<file path="src/rtl/usb_host_token_tx.sv">
// Full-speed USB host token transmitter (SOF/IN/OUT/SETUP): SYNC, PID, 11-bit field, CRC5, stuffing, NRZI, EOP.
// Latency: tx_en_o rises the cycle after a request is accepted; each bit holds BIT_SAMPLES clocks.
// Backpressure: req_ready_o is high only while idle; requests presented mid-packet wait until the block is idle.
module usb_host_token_tx #(
   parameter int BIT_SAMPLES = 4
) (
   input  logic        clk_i,
   input  logic        rst_i,
   input  logic        req_valid_i,
   output logic        req_ready_o,
   input  logic [3:0]  pid_i,
   input  logic [6:0]  addr_i,
   input  logic [3:0]  endp_i,
   input  logic [10:0] frame_i,
   output logic        done_o,
   output logic        err_o,
   output logic        tx_en_o,
   output logic        dp_tx_o,
   output logic        dn_tx_o
);

   localparam int CW = (BIT_SAMPLES > 1) ? $clog2(BIT_SAMPLES) : 1;
   localparam logic [CW-1:0] CNT_LAST = CW'(BIT_SAMPLES - 1);

   localparam logic [3:0] PID_OUT   = 4'b0001;
   localparam logic [3:0] PID_IN    = 4'b1001;
   localparam logic [3:0] PID_SOF   = 4'b0101;
   localparam logic [3:0] PID_SETUP = 4'b1101;

   typedef enum logic [2:0] {
      S_IDLE, S_SYNC, S_PID, S_FIELD, S_CRC, S_EOP_SE0, S_EOP_J
   } state_t;

   state_t         state_q, state_n;
   logic [CW-1:0]  cnt_q, cnt_n;
   logic [3:0]     idx_q, idx_n;
   logic [2:0]     ones_q, ones_n;
   logic           level_q, level_n;   // current line level, 1 = J
   logic [4:0]     crc_q, crc_n;
   logic [3:0]     pid_q, pid_n;
   logic [10:0]    field_q, field_n;
   logic           done_q, done_n;
   logic           err_q, err_n;

   // Position after the current bit and the data value sent there
   state_t         adv_state;
   logic [3:0]     adv_idx;
   logic           adv_data;
   logic           fb;
   logic           legal;
   logic [7:0]     pid_byte;
   logic [4:0]     crc_tx;

   assign legal    = (pid_i == PID_OUT) || (pid_i == PID_IN) ||
                     (pid_i == PID_SOF) || (pid_i == PID_SETUP);
   assign pid_byte = {~pid_q, pid_q};
   // Complemented CRC reordered so index 0 is the first bit on the wire (register MSB)
   assign crc_tx   = {~crc_q[0], ~crc_q[1], ~crc_q[2], ~crc_q[3], ~crc_q[4]};

   // Next-state: packet sequencing, stuffing, NRZI level and CRC accumulation
   always_comb begin
      state_n   = state_q;
      cnt_n     = cnt_q;
      idx_n     = idx_q;
      ones_n    = ones_q;
      level_n   = level_q;
      crc_n     = crc_q;
      pid_n     = pid_q;
      field_n   = field_q;
      done_n    = 1'b0;
      err_n     = 1'b0;
      adv_state = state_q;
      adv_idx   = idx_q + 4'd1;
      adv_data  = 1'b0;
      fb        = 1'b0;

      case (state_q)
         S_SYNC:    if (idx_q == 4'd7)  begin adv_state = S_PID;     adv_idx = 4'd0; end
         S_PID:     if (idx_q == 4'd7)  begin adv_state = S_FIELD;   adv_idx = 4'd0; end
         S_FIELD:   if (idx_q == 4'd10) begin adv_state = S_CRC;     adv_idx = 4'd0; end
         S_CRC:     if (idx_q == 4'd4)  begin adv_state = S_EOP_SE0; adv_idx = 4'd0; end
         S_EOP_SE0: if (idx_q == 4'd1)  begin adv_state = S_EOP_J;   adv_idx = 4'd0; end
         S_EOP_J:   begin adv_state = S_IDLE; adv_idx = 4'd0; end
         default:   adv_idx = 4'd0;
      endcase

      case (adv_state)
         S_SYNC:  adv_data = (adv_idx == 4'd7);
         S_PID:   adv_data = pid_byte[adv_idx[2:0]];
         S_FIELD: adv_data = field_q[adv_idx];
         S_CRC:   adv_data = crc_tx[adv_idx[2:0]];
         default: adv_data = 1'b0;
      endcase

      if (state_q == S_IDLE) begin
         cnt_n = '0;
         if (req_valid_i) begin
            if (legal) begin
               state_n = S_SYNC;
               idx_n   = 4'd0;
               ones_n  = 3'd0;
               level_n = ~level_q;       // first SYNC bit is a 0: J -> K
               crc_n   = 5'b11111;
               pid_n   = pid_i;
               field_n = (pid_i == PID_SOF) ? frame_i : {endp_i, addr_i};
            end else begin
               err_n = 1'b1;
            end
         end
      end else if (cnt_q != CNT_LAST) begin
         cnt_n = cnt_q + CW'(1);
      end else begin
         cnt_n = '0;
         if (ones_q == 3'd6) begin
            // Stuffed 0: line toggles, position does not advance
            level_n = ~level_q;
            ones_n  = 3'd0;
         end else begin
            state_n = adv_state;
            idx_n   = adv_idx;
            case (adv_state)
               S_SYNC, S_PID, S_FIELD, S_CRC: begin
                  level_n = adv_data ? level_q : ~level_q;
                  ones_n  = adv_data ? (ones_q + 3'd1) : 3'd0;
               end
               S_EOP_SE0: ones_n = 3'd0;
               S_EOP_J:   level_n = 1'b1;
               default: begin
                  level_n = 1'b1;
                  done_n  = 1'b1;
               end
            endcase
            if (adv_state == S_FIELD) begin
               fb    = crc_q[4] ^ adv_data;
               crc_n = {crc_q[3:0], 1'b0} ^ (fb ? 5'b00101 : 5'b00000);
            end
         end
      end
   end

   // State register with synchronous reset; reset drops any packet in flight
   always_ff @(posedge clk_i) begin
      if (rst_i) begin
         state_q <= S_IDLE;
         cnt_q   <= '0;
         idx_q   <= 4'd0;
         ones_q  <= 3'd0;
         level_q <= 1'b1;
         crc_q   <= 5'b11111;
         pid_q   <= 4'd0;
         field_q <= 11'd0;
         done_q  <= 1'b0;
         err_q   <= 1'b0;
      end else begin
         state_q <= state_n;
         cnt_q   <= cnt_n;
         idx_q   <= idx_n;
         ones_q  <= ones_n;
         level_q <= level_n;
         crc_q   <= crc_n;
         pid_q   <= pid_n;
         field_q <= field_n;
         done_q  <= done_n;
         err_q   <= err_n;
      end
   end

   assign req_ready_o = (state_q == S_IDLE);
   assign tx_en_o     = (state_q != S_IDLE);
   assign dp_tx_o     = (state_q == S_EOP_SE0) ? 1'b0 : level_q;
   assign dn_tx_o     = (state_q == S_EOP_SE0) ? 1'b0 : ~level_q;
   assign done_o      = done_q;
   assign err_o       = err_q;

endmodule

</file>
<file path="config.mk">
export PLATFORM = sky130hd
export DESIGN_NAME = usb_host_token_tx
export DESIGN_NICKNAME = d
export VERILOG_FILES = /design/src/rtl/usb_host_token_tx.sv
export SDC_FILE = /design/constraint.sdc
export NUM_CORES = 1
export LEC_CHECK = 0
export CAP_MARGIN = 25
export CORE_ASPECT_RATIO = 0.9
export CORE_MARGIN = 2
export CORE_UTILIZATION = 50
export CTS_CLUSTER_DIAMETER = 50
export CTS_CLUSTER_SIZE = 20
export DETAILED_ROUTE_END_ITERATION = 8
export DONT_BUFFER_PORTS = 1
export GPL_TIMING_DRIVEN = 1
export SLEW_MARGIN = 20
export SYNTH_ARGS = -nofsm -noshare
export SYNTH_HDL_FRONTEND = slang
export SYNTH_SLANG_ARGS = --single-unit
</file>
<file path="constraint.sdc">
create_clock -name clk_i -period 4.8 [get_ports clk_i]
set_clock_uncertainty 0.15 [all_clocks]
set_input_delay 0.24 -clock clk_i [delete_from_list [all_inputs] [get_ports clk_i]]
set_output_delay 0.24 -clock clk_i [all_outputs]
set_load 0.1 [all_outputs]
</file>
==> impl_results.md, run 1 <==
- Status: completed
- Worst-margin pin slew: 1.05 ns
- Worst path bufs/invs: 1
- CTS max path bufs: 2
- Via/cell ratio: 5.92
- Vias in the first global route: 1843
- Critical path type: flop to flop
- GRT busiest layer: met2
- Crit-path max FO: 6
- Final worst-path cycle share: 0.732
- Largest net degree at the start of global routing: 31
- Critical Path RT: 4.87 ns
- Worst-path clk slew: 0.07 ns
- Root buffer cell: clkbuf_8
- Finished Core Util: 0.571
- Top_reg_cell synth: dfxtp_1
- Worst Hold Class: primary input to flop
- Tmin final: 3.52 ns
- Hold WS: between 0.04 and 0.05 ns
- Seq/Total Area, Yosys: 0.316
- Initial cell density of the core: 0.534
- Flip-flop and latch count after synthesis: 35
- GRT overflow: 0
- Core area: 4160 µm²
- Max-Cap Viols: 0
- Yosys top cell area share: 0.316
- Cell family with most CP delay: simple AND/OR/NAND/NOR gates
- CP max stage delay: around 0.46 ns
- Met2 usage: 0.349
- Commonest non-fill, non-tap cells in the layout: nor2_1, dfxtp_1, mux2i_1, a211oi_1, nand2_1
- Placement Cell Area: 2240 µm²
- Slew headroom: 0.295
- Max VDD drop: 163 µV
- First-pass iteration count of the detailed router: 5
- Post-route DRC: 0
- Final instance area: 2370 µm²
- Critical path endpoint category: flop
- Static Leak: 0.893 nW
- Synth cell types: 53
- Synth area leaders: dfxtp_1, mux2i_1, nor2_1
- YS warnings: 0
- Row count: 22
- Dpl hpwl: 3510 µm
- Post-Syn Area: 2220 µm²
- First-pass GRT wire length: roughly 8800 µm
- Met1 Usage GRT: 0.334
- Pins Over Slew Limit: 0
- WL per Instance: around 15 µm
- Post-CTS setup buffers: 0
- Die ar.: 4990 µm²
- Share of layout cells above drive strength 1: 0.0808
- Synth area leader: dfxtp_1
- CTS tree: built
- Fin. Hold Viols: 0
- Final Total Pwr: 0.000584 W
- TritonCTS Buffers: 5
- CTS Sinks: 35
- Clk Latency, worst-skew pair: 0.28 ns
- EDFF count, synth: 0
- Diodes inserted: 0
- PD cells: 246 nW/µm²
- Async set-reset flop share out of synthesis: 0
- Synth Area per Inst: roughly 8.5 µm²
- Fill count: 382
- Cells after Synth: about 260
- CP startpoint kind: flop
- Fin Setup TNS: 0 ns
- DRT iter0 DRCs: 118
- CP Cell Sequence: ha_1, or3b_4, a32oi_4, o211ai_1, inv_1, mux2_2, a2111oi_0, and4bb_4, or4_1, a21oi_1
- CP max-delay cell: or4_1
- Total Wirelength: a little under 5000 µm
- Buffers on Ports: 0
- Mapped Nets: 298
- Met3 Use GR: 0.0418
- Commonest non-fill, non-tap cell in the layout: nor2_1
- Routed Antenna Nets: 0
- Die W: 74.2 µm
- Final Wtd Congestion: 0.845
- Arr. time, crit path: 3.58 ns
- RSZ-0062 raised after global routing: false
- Area Overhead vs Synth: 7.05%
- Htree depth: 2
- Final net count: 296
- Initial antenna violation count: 0
- I/O Pins: 35
- Max frequency: around 280 MHz
- Final setup viols: 0
- Vias: roughly 1900
- Die height: roughly 67 µm
- GRT Resource Usage Total: 0.228
## path summary, 6_finish.rpt
path	from	to	slack, ns	cells past startpoint
worst max register to register	idx_q[0]	ones_q[1]	1.28	10
worst min-delay path	addr_i[1]	field_q[1]	0.04	2
worst min register to register	cnt_q[0]	cnt_q[0]	0.28	1
worst max-delay path	idx_q[0]	ones_q[1]	1.28	10
## area by class of cell
| cell class | instances | area [µm²] | share of cell area |
|---|---|---|---|
| timing repair buffer | 7 | 72.6 | 0.0306 |
| tap | 60 | 75.1 | 0.0316 |
| sequential | 35 | 701 | 0.295 |
| clock buffer | 6 | 82.6 | 0.0348 |
| clock inverter | 1 | 5.00 | 0.00211 |
| inverter | 8 | 30.0 | 0.0126 |
| multi-input combinational | 203 | 1410 | 0.593 |
## what timing repair did
item / 4_1_cts / 5_1_grt
hold buffers: 4 / 0
endpoints found under the hold margin: 32 / 0
gates resized for setup: 0 / 0
## Yosys cell counts, drive strengths merged, types with 3 or more instances
master,n
mux2,3
nand3,5
nor3,8
a211oi,14
nand3b,8
or3,3
a22oi,3
nand2,11
buf,7
a21oi,8
ha,7
o21ai,9
xnor2,4
and3,3
o22ai,3
nor4,3
or4,3
dfxtp,35
nor2b,5
inv,8
nor2,43
clkbuf,9
mux2i,27
## registers in the layout (all words and copies together), names as in the netlist
| name | flops |
|---|---|
| err_o | 1 |
| level_q | 1 |
| pid_q | 4 |
| cnt_q | 2 |
| ones_q | 3 |
| state_q | 3 |
| done_o | 1 |
| crc_q | 5 |
| field_q | 11 |
| idx_q | 4 |
## metal layers
metal | wire, µm | share of wire | vias up
met5 | 0 | 0 | -
li1 | - | - | 958
met1 | 2590 | 0.52 | 884
met2 | 2090 | 0.42 | 47
met3 | 230 | 0.046 | 6
met4 | 45 | 0.0091 | 0
## cells by family (layout without fill, tap and decap cells)
family,count (synthesis),in the layout,share of synthesized area
AO/OA/AOI/OAI,51,51,0.169
multiplexers,30,30,0.137
flip-flops,35,35,0.316
XOR/XNOR,5,5,0.0197
adder cells (fa/ha/maj),7,7,0.0395
AND/OR/NAND/NOR,110,110,0.267
buffers and inverters,24,22,0.0513
## where the power goes
part / internal (W) / switching (W) / total [W] / leakage, nW
registers: 0.000298 / 0.00000921 / 0.000307 / 0.284
logic: 0.0000213 / 0.0000419 / 0.0000632 / 0.562
clock network: 0.000113 / 0.000101 / 0.000214 / 0.0470
total: 0.000432 / 0.000153 / 0.000584 / 0.893
## metrics by stage
step,instances,setup slack (ns)
6_report,320,1.28
5_1_grt,320,1.02
4_1_cts,320,1.27
3_5_place_dp,309,1.31
3_3_place_gp,309,1.30
2_1_floorplan,262,1.03
Power figures use the tool's default switching activity.
==> inputs of run 2 (changes only) <==
--- a/config.mk
+++ b/config.mk
@@ -14,6 +14,7 @@
 export DETAILED_ROUTE_END_ITERATION = 8
 export DONT_BUFFER_PORTS = 1
 export GPL_TIMING_DRIVEN = 1
+export PLACE_DENSITY = 0.68
 export SLEW_MARGIN = 20
 export SYNTH_ARGS = -nofsm -noshare
 export SYNTH_HDL_FRONTEND = slang
==> constraint.sdc (replaced) <==
create_clock -name clk_i -period 2.9 [get_ports clk_i]
set_clock_uncertainty 0.15 [all_clocks]
set_input_delay 0.145 -clock clk_i [delete_from_list [all_inputs] [get_ports clk_i]]
set_output_delay 0.145 -clock clk_i [all_outputs]
set_load 0.1 [all_outputs]
==> run 2 against run 1 <==
Net effect: the run now ends with hold timing, setup timing left; worst hold slack got worse by 0.28 ns; die area unchanged; count of clock-buffer cells in the layout up 1; combinational power increased by 120%; clock power is 59% higher; routed wire length up 40%; global-route usage grew 4.9 points; via count up 25%; non-clock buffer count is 80 higher; final cell count increased by 25%; largest cell class unchanged.
==> impl_results.md, run 2 (synthesis results as in run 1) <==
- First-pass iteration count of the detailed router: 6
- Largest register by flop count: field_q
- PD cells: approximately 310 nW/µm²
- Row count: 22
- Largest net degree at the start of global routing: 33
- Initial cell density of the core: 0.534
- Number of flip-flops in the largest register: 11
- Slew headroom: 0.373
- Max VDD drop: 397 µV
- CP startpoint kind: flop
- Core area: 4160 µm²
- Total Wirelength: 6920 µm
- Worst-margin pin slew: around 0.94 ns
- Root buffer cell: clkbuf_8
- Final setup viols: 6
- Post-route insts no fill: between 400 and 500
- Critical path endpoint category: flop
- Clk Latency, worst-skew pair: 0.29 ns
- Area Overhead vs Synth: 41.6%
- Arr. time, crit path: approximately 3.2 ns
- Critical Path RT: around 3.0 ns
- Max-Cap Viols: 0
- Crit-path max FO: 3
- Diodes inserted: 0
- Routed Antenna Nets: 0
- CTS Sinks: 35
- Buffers on Ports: 0
- Final instance area: 3140 µm²
- Commonest non-fill, non-tap cell in the layout: buf_4
- Pins Over Slew Limit: 0
- GRT Resource Usage Total: 0.276
- Static Leak: around 1.3 nW
- Placed insts: 360
- Final Wtd Congestion: around 0.89
- Dpl hpwl: 4230 µm
- Initial antenna violation count: 0
- Vias in the first global route: 2238
- Final worst-path cycle share: 1.09
- Tmin final: ~3.2 ns
- Top flop regs: field_q (11), crc_q (5)
- CTS Hold Buffers Added: 26
- RSZ-0062 raised after global routing: true
- I/O Pins: 35
- Commonest non-fill, non-tap cells in the layout: buf_4, nor2_1, dfxtp_1, mux2i_1, dlygate4sd3_1
- Final net count: 376
- Share of layout cells above drive strength 1: 0.284
- CTS tree: built
- Max frequency: 317 MHz
- CTS max path bufs: 2
- GRT overflow: 0
- Die ar.: between 4000 and 5000 µm²
- Via/cell ratio: 5.90
- Die W: 74.2 µm
- Placement Cell Area: 2640 µm²
- Critical path type: flop to flop
- Worst-path clk slew: around 0.070 ns
- Setup ws final: -0.254 ns
- Finished Core Util: 0.756
- Fin. Hold Viols: 5
- Worst Hold Class: primary input to flop
- Htree depth: 2
- TritonCTS Buffers: 5
- Die height: 67.2 µm
- First-pass GRT wire length: 10500 µm
- Vias: 2364
- Post-route DRC: 0
- WL per Instance: 17.3 µm
- Hold WS: -0.235 ns
- Status: finished, violations left
- DRT iter0 DRCs: 250
- Failing checks: hold timing, setup timing
==> run 2: changes by cell type in the layout (fill, tap and decap cells not counted), moves of 3 or more <==
| cell | delta |
|---|---|
| dfxtp_1 | -3 |
| ha_1 | -3 |
| buf_4 | +55 |
| dlygate4sd3_1 | +23 |
| o21ai_0 | -3 |
| o21ai_1 | +3 |
==> run 2: through the flow <==
step	TNS [ns]	setup WS [ns]	power, W	hold WS (ns)
after floorplan	-0.358	-0.148	0.000602	0.113
after global placement	-0.791	-0.154	0.000625	0.0660
after detailed placement	-1.13	-0.270	0.000628	0.0678
after CTS	-0.787	-0.209	0.000975	-0.230
after global routing	-2.18	-0.349	0.00101	-0.235
final	-1.05	-0.254	0.000985	-0.235
==> run 2: layer usage <==
| metal | part of all wire | global-route usage |
|---|---|---|
| met1 | 0.42 | 0.350 |
| met2 | 0.50 | 0.474 |
| met3 | 0.060 | 0.0537 |
| met4 | 0.024 | 0.0871 |
| met5 | 0 | 0 |
==> run 2: path summary, 6_finish.rpt <==
kind	slack [ns]	end	depth (start not counted)	startpoint
max	-0.25	ones_q[1]	12	idx_q[1]
min	-0.23	ones_q[1]	1	rst_i
max reg2reg	-0.25	ones_q[1]	12	idx_q[1]
min reg2reg	0.36	ones_q[1]	2	ones_q[1]
==> run 2: worst max-delay path: stages (launching register included) <==
cell and delay (ns):
dfxtp_2 0.32, inv_2 0.06, ha_4 0.12, or3b_4 0.39, buf_4 0.15, a32o_1 0.26
or3_4 0.43, nor2_2 0.14, nand2_1 0.07, a2bb2oi_1 0.15, and4bb_4 0.23, or4_4 0.48
a21oi_2 0.14
==> run 2: area by class of cell <==
type | instances | area, µm²
clock inverter | 1 | 5.00
fill | 298 | 1020
sequential | 35 | 707
tap | 60 | 75.1
multi-input combinational | 203 | 1510
inverter | 8 | 30.0
clock buffer | 7 | 76.3
timing repair buffer | 87 | 733
==> run 2: timing repair <==
item,CTS,global route
setup endpoints to repair,6,27
buffers inserted,5,2
hold endpoints to repair,35,5
resized for setup,13,14
cloned,0,0
pin swaps,8,6
==> run 2: power by group <==
part	internal (W)	switching, W	leakage (nW)
Sequential	0.000492	0.0000143	0.286
Combinational	0.0000606	0.0000768	1.00
Clock	0.000168	0.000172	0.0422
Total	0.000721	0.000263	1.33
==> inputs of run 3 (changes only) <==
--- a/config.mk
+++ b/config.mk
@@ -5,6 +5,7 @@
 export SDC_FILE = /design/constraint.sdc
 export NUM_CORES = 1
 export LEC_CHECK = 0
+export ABC_AREA = 1
 export CAP_MARGIN = 25
 export CORE_ASPECT_RATIO = 0.9
 export CORE_MARGIN = 2
==> run 3 against run 2 <==
Net effect: the flow now finishes without violations; total power is 25% higher; synthesized area grew 3.0%; sequential power grew 3%; utilization decreased by 13 points.
==> impl_results.md, run 3 <==
- GRT Resource Usage Total: 0.235
- Largest family of logic cells by synthesized area: simple AND/OR/NAND/NOR gates
- Row count: 23
- Cells after Synth: 358
- Core area: 4430 µm²
- Hold WS: 0.141 ns
- Critical path endpoint category: flop
- CP max-delay cell: dfxtp_2
- Slew headroom: 0.377
- First-pass iteration count of the detailed router: 4
- Die ar.: about 5100 µm²
- Post-Synth Adder-Cell Area: 0.0383
- Via/cell ratio: 5.22
- Async set-reset flop share out of synthesis: 0
- Total Wirelength: 5600 µm
- GRT overflow: 0
- Largest register by flop count: field_q
- Critical path type: flop to flop
- Compound-Gate Fraction of Synth Area: 0.135
- Top flop regs: field_q (11), crc_q (5)
- Status: completed
- Worst R2R End: level_q
- Buffers on Ports: 0
- Clk Latency, worst-skew pair: 0.29 ns
- Worst-path clk slew: 0.08 ns
- Routed Antenna Nets: 0
- Number of flip-flops in the largest register: 11
- Yosys top cell area share: 0.307
- Max frequency: 382 MHz
- Pins Over Slew Limit: 0
- CTS max path bufs: 2
- Crit path top cell by count: nand3_1
- RR Startpoint: idx_q[0]
- Static Leak: 1.34 nW
- Commonest non-fill, non-tap cell in the layout: nand2_1
- Final Wtd Congestion: 0.952
- Largest net degree at the start of global routing: 27
- EDFF count, synth: 0
- Max-Cap Viols: 0
- Fin. Hold Viols: 0
- Post-Syn Area: 2290 µm²
- PD cells: 441 nW/µm²
- Post-synthesis xor/xnor area fraction: 0.0115
- Final net count: about 430
- Commonest non-fill, non-tap cells in the layout: nand2_1, inv_1, nand3_1, nor2_1, dfxtp_1
- Synth Area per Inst: 6.39 µm²
- DRT iter0 DRCs: 225
- RSZ-0062 raised after global routing: false
- Fin Setup TNS: 0 ns
- Initial cell density of the core: 0.516
- Root buffer cell: clkbuf_8
- Post-synthesis mux area share: 0.0482
- TritonCTS Buffers: 5
- Die W: 75.3 µm
- Stages on the worst setup path: 15
- Synth area leader: dfxtp_1
- Die height: 68.1 µm
- Max VDD drop: roughly 390 µV
- Synth cell types: 30
- Crit path from: idx_q[0]
- Synth area leaders: dfxtp_1, nand2_1, nand3_1
- Share of layout cells above drive strength 1: 0.110
- Critical Path RT: 2.90 ns
- Commonest cells in the netlist: nand2_1, inv_1, nand3_1
- FF-to-FF path depth: 15
- Seq/Total Area, Yosys: 0.307
- First-pass GRT wire length: 9180 µm
- CTS Sinks: 35
- Vias: 2371
- Cell family with most CP delay: simple AND/OR/NAND/NOR gates
- Final worst-path cycle share: 0.902
- Top_reg_cell synth: dfxtp_1
- Worst reg-to-reg setup slack: 0.29 ns
- Most numerous cell in the Yosys netlist: nand2_1
- Vias in the first global route: 2046
- Flip-flop and latch count after synthesis: 35
- CP startpoint kind: flop
- CP Cell Sequence: inv_2, ha_1, nand3_1, nand3_1, nand4_1, nand3_1, nand3_1, nand3_1, nand2_1, inv_1, nand2_1, o21ai_1, nand2_1, nand2_1, nand3_1
- Worst Hold Class: primary input to flop
- Htree depth: 2
- Post-route DRC: 0
- Worst path bufs/invs: 2
- CTS tree: built
- Crit path capture: level_q
- Post-Synth Simple-Gate Area: 0.361
- I/O Pins: 35
- Dpl hpwl: 3790 µm
- YS warnings: 0
- Initial antenna violation count: 0
- Crit-path max FO: 7
- Diodes inserted: 0
- Arr. time, crit path: ~2.6 ns
- Final setup viols: 0
- WL per Instance: 12.3 µm
- Area Overhead vs Synth: 21.8%
- Worst-margin pin slew: 0.933 ns
- Tmin final: approximately 2.6 ns
- CP max stage delay: 0.36 ns
- Mapped Nets: 394
## run 3: cell types whose count changed in the layout (fill, tap and decap cells not counted), moves of 6 or more
| cell | previous run | this run |
|---|---|---|
| nand3_1 | 5 | 41 |
| o21ai_0 | 6 | 29 |
| a21oi_1 | 7 | 21 |
| nand3b_1 | 8 | 0 |
| a211oi_1 | 13 | 1 |
| nor2_2 | 2 | 8 |
| nor3_1 | 7 | 1 |
| nand2_1 | 11 | 85 |
| inv_1 | 6 | 41 |
| mux2i_1 | 26 | 11 |
| buf_4 | 58 | 7 |
## run 3: worst min path at each step
stage,depth (start not counted),slack [ns],endpoint,startpoint
2_1_floorplan,1,0.08,done_o,rst_i
3_3_place_gp,1,0.07,ones_q[1],rst_i
3_5_place_dp,1,0.07,idx_q[2],rst_i
4_1_cts,2,0.15,crc_q[0],rst_i
5_1_grt,2,0.20,crc_q[0],rst_i
6_report,2,0.14,crc_q[0],rst_i
## run 3: metrics by stage
step	cells	utilization	cell area (µm²)	worst slack [ns]	power [W]
detailed placement	414	0.529	2340	0.120	0.000730
global placement	414	0.529	2340	0.182	0.000729
finish	454	0.628	2790	0.285	0.00123
CTS	450	0.619	2740	0.114	0.00122
global route	454	0.628	2790	0.0476	0.00128
floorplan	358	-	2290	0.0127	0.000699
## run 3: where the power goes
part	leakage, nW	internal, W	total [W]	switching (W)
Sequential	0.286	0.000500	0.000520	0.0000201
Clock	0.0587	0.000261	0.000458	0.000197
Combinational	0.991	0.0000913	0.000250	0.000159
Total	1.34	0.000852	0.00123	0.000376
## run 3: final cells by class
type / count / area [µm²]
Inverter: 48 / 180
Sequential cell: 35 / 703
Clock buffer: 5 / 68.8
Fill cell: 408 / 1650
Multi-Input combinational cell: 266 / 1380
Tap cell: 62 / 77.6
Timing Repair Buffer: 35 / 333
Clock inverter: 3 / 47.5
## run 3: kinds of logic (layout without fill, tap and decap cells)
logic type,count (synthesis),after routing
XOR/XNOR,3,3
multiplexers,11,11
flip-flops,35,35
adder cells (fa/ha/maj),7,7
AO/OA/AOI/OAI,58,58
buffers and inverters,58,91
AND/OR/NAND/NOR,186,187
## run 3: what timing repair did
| item | 4_1_cts | 5_1_grt |
|---|---|---|
| endpoints found under the setup margin | 0 | 6 |
| resized for setup | 0 | 7 |
| endpoints found under the hold margin | 24 | 0 |
| hold buffers | 28 | 0 |
| buffers inserted | 0 | 3 |
## run 3: routing by layer
metal  global-route usage  wire (µm)  share of wire
met4               0.0526         48         0.0086
met2                0.387       2600           0.46
met3               0.0515        321          0.057
met5                    0          0              0
met1                0.317       2630           0.47
